**src/rtl/mem_port_arbiter_pkg.sv**
```systemverilog
// Shared types and constants for the fetch/data memory port arbiter.
package mem_port_arbiter_pkg;

  typedef enum logic [1:0] {
    ARB_IDLE  = 2'd0,
    ARB_ISSUE = 2'd1,
    ARB_WAIT  = 2'd2,
    ARB_RESP  = 2'd3
  } arb_state_t;

  typedef enum logic {
    GRANT_IF   = 1'b0,
    GRANT_DATA = 1'b1
  } grant_t;

  localparam int DEFAULT_MEM_LATENCY = 2;
  localparam int CNT_W               = 4;

  // Choose among eligible requesters; on a tie data wins unless it had the last grant.
  function automatic grant_t pick_winner(input logic   if_elig,
                                         input logic   d_elig,
                                         input grant_t last_grant);
    if (if_elig && d_elig) begin
      return (last_grant == GRANT_DATA) ? GRANT_IF : GRANT_DATA;
    end else if (d_elig) begin
      return GRANT_DATA;
    end else begin
      return GRANT_IF;
    end
  endfunction

endpackage

```
**src/rtl/mem_port_arbiter_latency_counter.sv**
```systemverilog
// Down-counter that times the fixed memory latency; done is high at zero.
module mem_port_arbiter_latency_counter
  import mem_port_arbiter_pkg::*;
#(
  parameter int W = CNT_W
) (
  input  logic         clock,
  input  logic         reset,
  input  logic         load,
  input  logic [W-1:0] load_val,
  input  logic         dec,
  output logic         done
);

  logic [W-1:0] count;

  // Load takes priority; decrement stops at zero.
  always_ff @(posedge clock or posedge reset) begin
    if (reset) begin
      count <= '0;
    end else if (load) begin
      count <= load_val;
    end else if (dec && (count != '0)) begin
      count <= count - W'(1);
    end
  end

  assign done = (count == '0);

endmodule

```
**src/rtl/mem_port_arbiter.sv**
```systemverilog
// Shares a single-ported memory between instruction fetch (read-only) and the
// data stage (read/write), one fixed-latency access at a time.
//
//  state     | meaning
//  ----------+-------------------------------------------------------------
//  ARB_IDLE  | no access in flight; grant the first eligible request
//  ARB_ISSUE | mem_en strobe is out; load the latency counter
//  ARB_WAIT  | counting down; capture mem_rdata when the counter hits zero
//  ARB_RESP  | winner's ack is out; hand the port to the other requester
module mem_port_arbiter
  import mem_port_arbiter_pkg::*;
#(
  parameter int ADDR_W      = 32,
  parameter int DATA_W      = 32,
  parameter int MEM_LATENCY = DEFAULT_MEM_LATENCY
) (
  input  logic              clock,
  input  logic              reset,
  input  logic              if_req,
  input  logic [ADDR_W-1:0] if_addr,
  output logic              if_ack,
  output logic [DATA_W-1:0] if_rdata,
  output logic              if_stall,
  input  logic              d_req,
  input  logic              d_we,
  input  logic [ADDR_W-1:0] d_addr,
  input  logic [DATA_W-1:0] d_wdata,
  output logic              d_ack,
  output logic [DATA_W-1:0] d_rdata,
  output logic              d_stall,
  output logic              mem_en,
  output logic              mem_we,
  output logic [ADDR_W-1:0] mem_addr,
  output logic [DATA_W-1:0] mem_wdata,
  input  logic [DATA_W-1:0] mem_rdata
);

  // Counter starts at MEM_LATENCY-1 in ISSUE so it reaches zero in the cycle
  // mem_rdata is valid.
  localparam logic [CNT_W-1:0] LAT_LOAD = CNT_W'(MEM_LATENCY - 1);

  arb_state_t state_q, state_d;
  grant_t     last_grant, grant_d;
  logic       grant_fire;
  logic       we_q;
  logic       resp_if_elig, resp_d_elig;
  logic       cnt_load, cnt_dec, cnt_done;
  logic       capture;
  logic       mem_en_d, mem_we_d, if_ack_d, d_ack_d;

  // In the ack cycle the winner's req is still high, so only the other side may win.
  assign resp_if_elig = if_req && (last_grant != GRANT_IF);
  assign resp_d_elig  = d_req  && (last_grant != GRANT_DATA);

  mem_port_arbiter_latency_counter #(.W(CNT_W)) u_lat_cnt (
    .clock    (clock),
    .reset    (reset),
    .load     (cnt_load),
    .load_val (LAT_LOAD),
    .dec      (cnt_dec),
    .done     (cnt_done)
  );

  // State register.
  always_ff @(posedge clock or posedge reset) begin
    if (reset) begin
      state_q <= ARB_IDLE;
    end else begin
      state_q <= state_d;
    end
  end

  // Next state and arbitration decision.
  always_comb begin
    state_d    = state_q;
    grant_d    = last_grant;
    grant_fire = 1'b0;
    case (state_q)
      ARB_IDLE: begin
        if (if_req || d_req) begin
          grant_fire = 1'b1;
          grant_d    = pick_winner(if_req, d_req, last_grant);
          state_d    = ARB_ISSUE;
        end
      end
      ARB_ISSUE: state_d = ARB_WAIT;
      ARB_WAIT: begin
        if (cnt_done) begin
          state_d = ARB_RESP;
        end
      end
      ARB_RESP: begin
        if (resp_if_elig || resp_d_elig) begin
          grant_fire = 1'b1;
          grant_d    = pick_winner(resp_if_elig, resp_d_elig, last_grant);
          state_d    = ARB_ISSUE;
        end else begin
          state_d = ARB_IDLE;
        end
      end
      default: state_d = ARB_IDLE;
    endcase
  end

  // Next values of the registered outputs and counter controls.
  always_comb begin
    mem_en_d = grant_fire;
    mem_we_d = grant_fire && (grant_d == GRANT_DATA) && d_we;
    cnt_load = (state_q == ARB_ISSUE);
    cnt_dec  = (state_q == ARB_WAIT);
    capture  = (state_q == ARB_WAIT) && cnt_done;
    if_ack_d = capture && (last_grant == GRANT_IF);
    d_ack_d  = capture && (last_grant == GRANT_DATA);
  end

  // Output registers, grant latch and read-data capture.
  always_ff @(posedge clock or posedge reset) begin
    if (reset) begin
      mem_en     <= 1'b0;
      mem_we     <= 1'b0;
      if_ack     <= 1'b0;
      d_ack      <= 1'b0;
      mem_addr   <= '0;
      mem_wdata  <= '0;
      if_rdata   <= '0;
      d_rdata    <= '0;
      last_grant <= GRANT_IF;
      we_q       <= 1'b0;
    end else begin
      mem_en <= mem_en_d;
      mem_we <= mem_we_d;
      if_ack <= if_ack_d;
      d_ack  <= d_ack_d;
      if (grant_fire) begin
        last_grant <= grant_d;
        we_q       <= mem_we_d;
        if (grant_d == GRANT_DATA) begin
          mem_addr  <= d_addr;
          mem_wdata <= d_wdata;
        end else begin
          mem_addr  <= if_addr;
          mem_wdata <= '0;
        end
      end
      if (capture && !we_q) begin
        if (last_grant == GRANT_IF) begin
          if_rdata <= mem_rdata;
        end else begin
          d_rdata <= mem_rdata;
        end
      end
    end
  end

  assign if_stall = if_req & ~if_ack;
  assign d_stall  = d_req & ~d_ack;

endmodule

```
**config.mk**
```make
export PLATFORM = sky130hd
export DESIGN_NAME = mem_port_arbiter
export DESIGN_NICKNAME = d
export VERILOG_FILES = /design/src/rtl/mem_port_arbiter_pkg.sv /design/src/rtl/mem_port_arbiter_latency_counter.sv /design/src/rtl/mem_port_arbiter.sv
export SDC_FILE = /design/constraint.sdc
export NUM_CORES = 1
export LEC_CHECK = 0
export ABC_AREA = 1
export ABC_CLOCK_PERIOD_IN_PS = 12200
export CAP_MARGIN = 10
export CORE_MARGIN = 2
export CORE_UTILIZATION = 25
export CTS_CLUSTER_DIAMETER = 40
export DETAILED_ROUTE_END_ITERATION = 16
export SYNTH_ARGS = -nofsm -noshare
export SYNTH_HDL_FRONTEND = slang
export SYNTH_HIERARCHICAL = 1
export SYNTH_SLANG_ARGS = --single-unit
```
**constraint.sdc**
```tcl
create_clock -name clock -period 12.2 [get_ports clock]
set_input_delay 3.66 -clock clock [delete_from_list [all_inputs] [get_ports clock]]
set_output_delay 3.66 -clock clock [all_outputs]
set_load 0.01 [all_outputs]
```
; After elaboration in Yosys (flattened, before gate mapping)
; Index checks and enable logic that the tools add are counted.
[word_totals]
inputBits = 133
register_bits = 140
[op_classes]
add_sub_neg = 1
n_eq_ne = 5
mux = 19
bitwise_logic = 5
reduce_logical = 21
[ops]
columns = cell, n
row1 = 32-bit 2-to-1 mux, 2
row2 = 1-bit logical AND, 11
row3 = 1-bit 2-to-1 mux, 10
row4 = 4-bit 2-to-1 mux, 2
row5 = 2-bit one-hot mux with 4 select lines, 1
row6 = 2-bit AND reduction, 3
row7 = 2-bit == test (second input constant), 2
row8 = 4-bit zero test, 1
row9 = 2-bit 2-to-1 mux, 2
row10 = 2-bit != test (second input constant), 2
row11 = 1-bit one-hot mux with 2 select lines, 2
row12 = 4-bit nonzero test, 1
row13 = 4-bit by 1-bit subtractor with 4-bit output (second input constant), 1
row14 = 1-bit inverter, 3
row15 = 1-bit bitwise AND, 2
row16 = 2-bit by 1-bit == test with 1-bit output (second input constant), 1
row17 = 2-bit zero test, 1
row18 = 1-bit logical OR, 2
row19 = 2-bit nonzero test, 1
row20 = 1-bit zero test, 1

; Logic depth before layout (Yosys ltp)
[logic_depth]
ltp_word = 8
depth_mapped = 10

; By module
; The synthesis kept the hierarchy.
[modules_own_cells]
columns = module, cells_each, area_per_inst_um2, seq_area_each_um2, n_inst
row1 = mem_port_arbiter, 673, 5704.2, 3403.3, 1
row2 = mem_port_arbiter_latency_counter, 47, 299.0, 100.1, 1

; Worst setup path before layout
; OpenSTA, ideal clock, no wires.
[synth_timing]
path_kind = input-to-output
start = input if_req
end = output if_stall
t_required_ns = 8.540
slack_ns = 4.691
stages = 2
arrival_time_ns = 3.849
path_buffers = 0
cell_sequence = inv_1 > nor2_1
[synth_between]
elab_chain_cells = 1
[synth_rtl]
columns = item, line_no
row1 = from (decl), mem_port_arbiter.sv:19  ; input logic if_req,
row2 = 1-bit bitwise AND, mem_port_arbiter.sv:155  ; assign if_stall = if_req & ~if_ack;
row3 = to (decl), mem_port_arbiter.sv:23  ; output logic if_stall,
; Every way passes these cells.

; Worst setup path after layout
[layout_timing]
start = input d_req
end = output d_stall
[layout_between]
elab_chain_cells = 1
[layout_rtl]
columns = item, line_no
row1 = from (decl), mem_port_arbiter.sv:24  ; input logic d_req,
row2 = 1-bit bitwise AND, mem_port_arbiter.sv:156  ; assign d_stall = d_req & ~d_ack;
row3 = to (decl), mem_port_arbiter.sv:30  ; output logic d_stall,
; Every way passes these cells.

==> metrics.txt <==
# TYPE chip_impl_metric gauge
chip_impl_info{name="status",value="complete, no violations"} 1
chip_impl_metric{name="initial_standard_cell_utilization_of_the_core",unit="%"} 25.5
chip_impl_info{name="worstHoldEndpoint",value="mem_addr[27]$_DFFE_PP0P_"} 1
chip_impl_metric{name="synth.yosys.seq_area_share",unit="%"} 58.4
chip_impl_metric{name="wire_length_of_the_first_global_routing_pass",unit="mm"} 29.8
chip_impl_metric{name="worstHoldPathCells",unit=""} 2
chip_impl_metric{name="synth-simple-area-share",unit="%"} 24.9
chip_impl_metric{name="track_usage",unit="%"} 14.7
chip_impl_metric{name="arrival",unit="ns"} 4.93
chip_impl_metric{name="worst_setup_slack_post_dpl",unit="ns"} 3.62
chip_impl_metric{name="drt_pass1_iterations",unit=""} 4
chip_impl_metric{name="post_drt_wl_per_cell",unit="µm"} 13.9
chip_impl_metric{name="achievable_frequency",unit="GHz"} 0.116
chip_impl_metric{name="synthMuxAreaShare",unit="%"} 0
chip_impl_metric{name="synthesis.yosys.warnings",unit=""} 6
chip_impl_metric{name="grt_overflow_total",unit=""} 0
chip_impl_metric{name="place_area",unit="µm²"} 8940
chip_impl_metric{name="layout_min_cycle_time",unit="ns"} 8.59
chip_impl_metric{name="die-width",unit="µm"} 159
chip_impl_metric{name="ys_ff_latch",unit=""} 140
chip_impl_metric{name="route.detailed.drc",unit=""} 0
chip_impl_info{name="worstHoldStart",value="mem_addr[27]$_DFFE_PP0P_"} 1
chip_impl_info{name="leading_cell_type_in_the_layout_fill_and_taps_excluded",value="sky130_fd_sc_hd__nand2_1"} 1
chip_impl_metric{name="wirelength",unit="mm"} 18.2
chip_impl_info{name="hp-class",value="register to register"} 1
chip_impl_metric{name="slew_viol_final",unit=""} 0
chip_impl_metric{name="placement_rows",unit=""} 56
chip_impl_metric{name="syn_area_per_cell",unit="µm²"} 8.34
chip_impl_metric{name="floorplan.die.height",unit="µm"} 159
chip_impl_metric{name="hold_viol",unit=""} 0
chip_impl_metric{name="holdWs",unit="ns"} 0.477
chip_impl_metric{name="antennaDiodeCount",unit=""} 0
chip_impl_info{name="worst_flop_to_flop_path_startpoint",value="state_q[0]$_DFFE_PP0P_"} 1
chip_impl_info{name="worst_r2r_endpoint",value="mem_addr[17]$_DFFE_PP0P_"} 1
chip_impl_metric{name="r2r_cells",unit=""} 10
chip_impl_info{name="timing.critical_path.to_type",value="output pin"} 1
chip_impl_metric{name="path_clk_slew",unit="ns"} 0.06
chip_impl_metric{name="synth_cell_types",unit=""} 25
chip_impl_metric{name="clock_sink_count",unit=""} 140
chip_impl_metric{name="dr.first_iter.drc_count",unit=""} 250
chip_impl_metric{name="setup_slack",unit="ns"} 3.61
chip_impl_metric{name="grt_pass1_vias",unit=""} 5447
chip_impl_metric{name="antenna_found_initial",unit=""} 0
chip_impl_metric{name="routed-via-count",unit=""} 5487
chip_impl_metric{name="tritoncts.num_buffers",unit=""} 17
chip_impl_metric{name="h-tree-depth",unit=""} 4
chip_impl_metric{name="fillers",unit=""} 2401
chip_impl_metric{name="worst-r2r-setup-slack",unit="ns"} 9.55
chip_impl_metric{name="synth-compound-area-share",unit="%"} 9.27
chip_impl_metric{name="post_cts_resize_count",unit=""} 0
chip_impl_metric{name="finalSetupViolCount",unit=""} 0
chip_impl_metric{name="power",unit="mW"} 2.51
chip_impl_metric{name="postCtsHoldBufs",unit=""} 0
chip_impl_metric{name="timing.max_slew.rel_slack",unit="%"} 27.4
chip_impl_metric{name="routed_via_density",unit=""} 4.19
chip_impl_metric{name="synthCells",unit=""} 720
chip_impl_metric{name="worst_slew_pin_slew",unit="ns"} 1.09
chip_impl_info{name="cts_tree",value="done"} 1
chip_impl_metric{name="final_net_count",unit=""} 1116
chip_impl_metric{name="antenna_nets_post_route",unit=""} 0
chip_impl_metric{name="flow.area_growth_from_synthesis",unit="%"} 58.9
chip_impl_metric{name="period_share",unit="%"} 70.4
chip_impl_info{name="timing_worst_setup_path_type",value="input pin to output pin"} 1
chip_impl_metric{name="leakage",unit="nW"} 4.56
chip_impl_metric{name="postCtsSetupBuffers",unit=""} 0
chip_impl_metric{name="fin_skew",unit="ns"} 0.0106
chip_impl_info{name="layout_common_cells",value="322 x sky130_fd_sc_hd__nand2_1, 266 x sky130_fd_sc_hd__clkdlybuf4s50_1, 140 x sky130_fd_sc_hd__dfrtp_1, 87 x sky130_fd_sc_hd__o21ai_0, 43 x sky130_fd_sc_hd__inv_1"} 1
chip_impl_metric{name="syn_area",unit="µm²"} 6000
chip_impl_metric{name="detailed_place_hpwl",unit="mm"} 12.4
chip_impl_metric{name="ioPinCount",unit=""} 267
chip_impl_metric{name="path_max_fanout",unit=""} 4
chip_impl_metric{name="post_route_cells_drive_above_1_share",unit="%"} 5.66
chip_impl_info{name="synth_top_family_by_area",value="simple AND/OR/NAND/NOR gates"} 1
chip_impl_metric{name="dieArea",unit="µm²"} 25300
chip_impl_metric{name="final_area",unit="µm²"} 9540
chip_impl_metric{name="gpl_wtd_cong",unit=""} 0.838
chip_impl_info{name="rsz0062_at_grt",value="no"} 1
chip_impl_info{name="clock-root-buffer",value="sky130_fd_sc_hd__clkbuf_16"} 1
chip_impl_metric{name="timing.max_cap.violations",unit=""} 0
chip_impl_metric{name="clockBufferDepth",unit=""} 2
chip_impl_metric{name="pin_count_of_the_biggest_net_entering_global_routing",unit=""} 76
chip_impl_metric{name="cp.required",unit="ns"} 8.54
chip_impl_metric{name="tns",unit="ns"} 0
chip_impl_metric{name="vdd.ir_drop.worst",unit="mV"} 0.114
chip_impl_metric{name="synth-xor-area-share",unit="%"} 0
chip_impl_metric{name="adder_cell_share_of_the_synthesized_area",unit="%"} 1.25
chip_impl_info{name="timing.critical_path.from_type",value="input pin"} 1
chip_impl_metric{name="floorplan.core_area",unit="µm²"} 23500
chip_impl_metric{name="place.port_buffers",unit=""} 266
chip_impl_metric{name="pwr_density_cell",unit="nW/µm²"} 263
chip_impl_metric{name="clk-insertion-delay-late",unit="ns"} 0.42
==> how the worst max path moves through the flow <==
stage,depth (start not counted),start,endpoint,slack [ns]
floorplan,2,if_req,if_stall,4.69
global placement,4,if_req,if_stall,3.64
detailed placement,4,if_req,if_stall,3.62
CTS,4,if_req,if_stall,3.62
global route,4,d_req,d_stall,3.57
finish,4,d_req,d_stall,3.61
==> cell type report <==
type | instances | area, µm² | area share (%)
multi-input cells | 496 | 2150 | 22.5
clock inverters | 15 | 140 | 1.47
repair buffers | 273 | 2740 | 28.7
flip-flops and latches | 140 | 3500 | 36.7
inverters | 49 | 189 | 1.98
clock buffers | 17 | 425 | 4.46
well taps | 319 | 399 | 4.18
==> power breakdown <==
part / internal (mW) / switching [mW]
logic: 0.564 / 0.661
clock network: 0.271 / 0.232
registers: 0.670 / 0.113
total: 1.51 / 1.00
==> critical path, stage by stage <==
cell                              delay (ns)
sky130_fd_sc_hd__clkdlybuf4s50_1        0.55
sky130_fd_sc_hd__inv_2                  0.08
sky130_fd_sc_hd__nor2_1                 0.09
sky130_fd_sc_hd__clkdlybuf4s50_1        0.55
==> registers in the layout, indices dropped and copies added (netlist names) <==
name             flops
d_rdata             32
if_rdata            32
mem_addr            32
mem_wdata           32
u_lat_cnt/count      4
state_q              2
d_ack                1
if_ack               1
last_grant           1
mem_en               1
mem_we               1
we_q                 1
==> stage by stage <==
step / utilization, % / instances
2_1_floorplan: - / 722
3_3_place_gp: 38.0 / 1276
3_5_place_dp: 38.0 / 1276
4_1_cts: 40.4 / 1308
5_1_grt: 40.5 / 1309
6_report: 40.5 / 1309
==> cell usage after synthesis, drive strengths merged <==
cell    number  area, µm²
nand2      329       1250
dfrtp      140       3500
ha           6       75.1
a21oi        4       27.5
o22ai        1       6.26
nor2        10       40.0
o21ai      103        523
buf         17        105
nand4        1       6.26
clkinv       1       3.75
nand3b       2       15.0
conb         2       7.51
inv         48        180
nand3       36        180
clkbuf      20       77.6
==> kinds of logic after synthesis <==
| logic type | Yosys count |
|---|---|
| compound gates | 108 |
| flops | 140 |
| other cells | 2 |
| fa+ha+maj | 6 |
| simple gates | 378 |
| buf+inv | 86 |
==> layer usage <==
metal	vias up	routed length, µm	global-route usage, %
li1	2768	-	-
met1	2499	8330	18.6
met2	205	7860	22.9
met3	15	1830	6.56
met4	0	194	4.05
met5	-	0	0
No activity file was read; power rests on OpenSTA's default activity.
==> edit (config.mk and constraints unchanged) <==
Set the parameter `DATA_W` to 28 (it was 32).
--- a/src/rtl/mem_port_arbiter.sv
+++ b/src/rtl/mem_port_arbiter.sv
@@ -12,5 +12,5 @@
 #(
   parameter int ADDR_W      = 32,
-  parameter int DATA_W      = 32,
+  parameter int DATA_W      = 28,
   parameter int MEM_LATENCY = DEFAULT_MEM_LATENCY
 ) (
Ports: changed (5 resized); port bits go from 267 to 247. No check against the original RTL was run, so the function may have changed too.
==> edit against the unedited design <==
Setup slack improved by 2.8 ps. Sequential cell count fell by 12. Clock power fell by 2%. Register-to-register slack got worse by 330 ps. Die area fell by 6.4%. Power fell by 6.4%. Non-clock buffer count fell by 23. Cell area fell by 7.4%. Wire length fell by 7.9%. Area after synthesis fell by 6.6%. Critical endpoint unchanged. Largest power group unchanged.
==> edit: results (changes against the unedited design) <==
synth_area_leaders: "dfrtp_1, nand2_1, o21ai_0"
synth_area_mm2: 0.00561  # -6.6%
numPortBuffers: 246  # -7.5%
power.leakage_nw: 4.24  # -7.0%
track_usage: 0.144  # -0.00329
p_int_mw: 1.43  # -5.3%
finalNonFillerCells: 1202  # -8.2%
route.met2.wl_um: 8270  # +5.2%
synth_common_cells: "nand2_1, dfrtp_1, o21ai_0"
fillers: 2250  # -6.3%
vias: 5095  # -7.1%
status: "finished, final reports clean"
fin_area_mm2: 0.00883  # -7.4%
detail_route.iter0.violations: 307  # +23%
p_seq_frac: 0.304  # -0.008
grt_max_degree: 92  # +21%
placed_area_mm2: 0.00827  # -7.6%
n_all_buffers: 250  # -8.4%
drive_gt1_frac: 0.0553  # -0.00125
clock_area_frac: 0.0644  # +0.00514
nNetsFinal: 1041  # -6.7%
grtUsageMet3: 0.0417  # -0.0239
inverters_excl_clock: 45  # -8.2%
dpl.hpwl_um: 11600  # -6.1%
seq_area_mm2: 0.00320  # -8.6%
## edit: changes by cell type after synthesis, moves of 3 or more
cell and delta:
buf_2 +5, o21ai_1 +16, nand2_1 -19, inv_1 -3, clkbuf_1 -12, buf_4 +8
dfrtp_1 -12, o21ai_0 -28
## edit: worst paths after layout
check | end | slack [ps] | cells past startpoint
setup / recovery | d_stall | 3620 | 4
hold / removal | mem_addr[20] | 480 | 2
setup reg to reg | mem_addr[9] | 9220 | 8
hold reg to reg | mem_addr[20] | 480 | 2
max in group asynchronous | mem_addr[6] | 7100 | 3
min in group asynchronous | u_lat_cnt/count[2] | 3540 | 2
## edit: critical path, stage by stage
cell and delay, ps:
clkdlybuf4s50_1 520, inv_1 110, nor2_1 90, clkdlybuf4s50_1 540
## edit: cells by family (layout without fill, tap and decap cells)
family	Yosys count	count (layout)	share of synthesized area
and+or+nand+nor	362	362	0.258
DFF	128	128	0.571
AOI/OAI and AO/OA	96	96	0.0893
buffers and inverters	81	326	0.0667
adders and majority gates	6	6	0.0134
other	2	4	0.00134
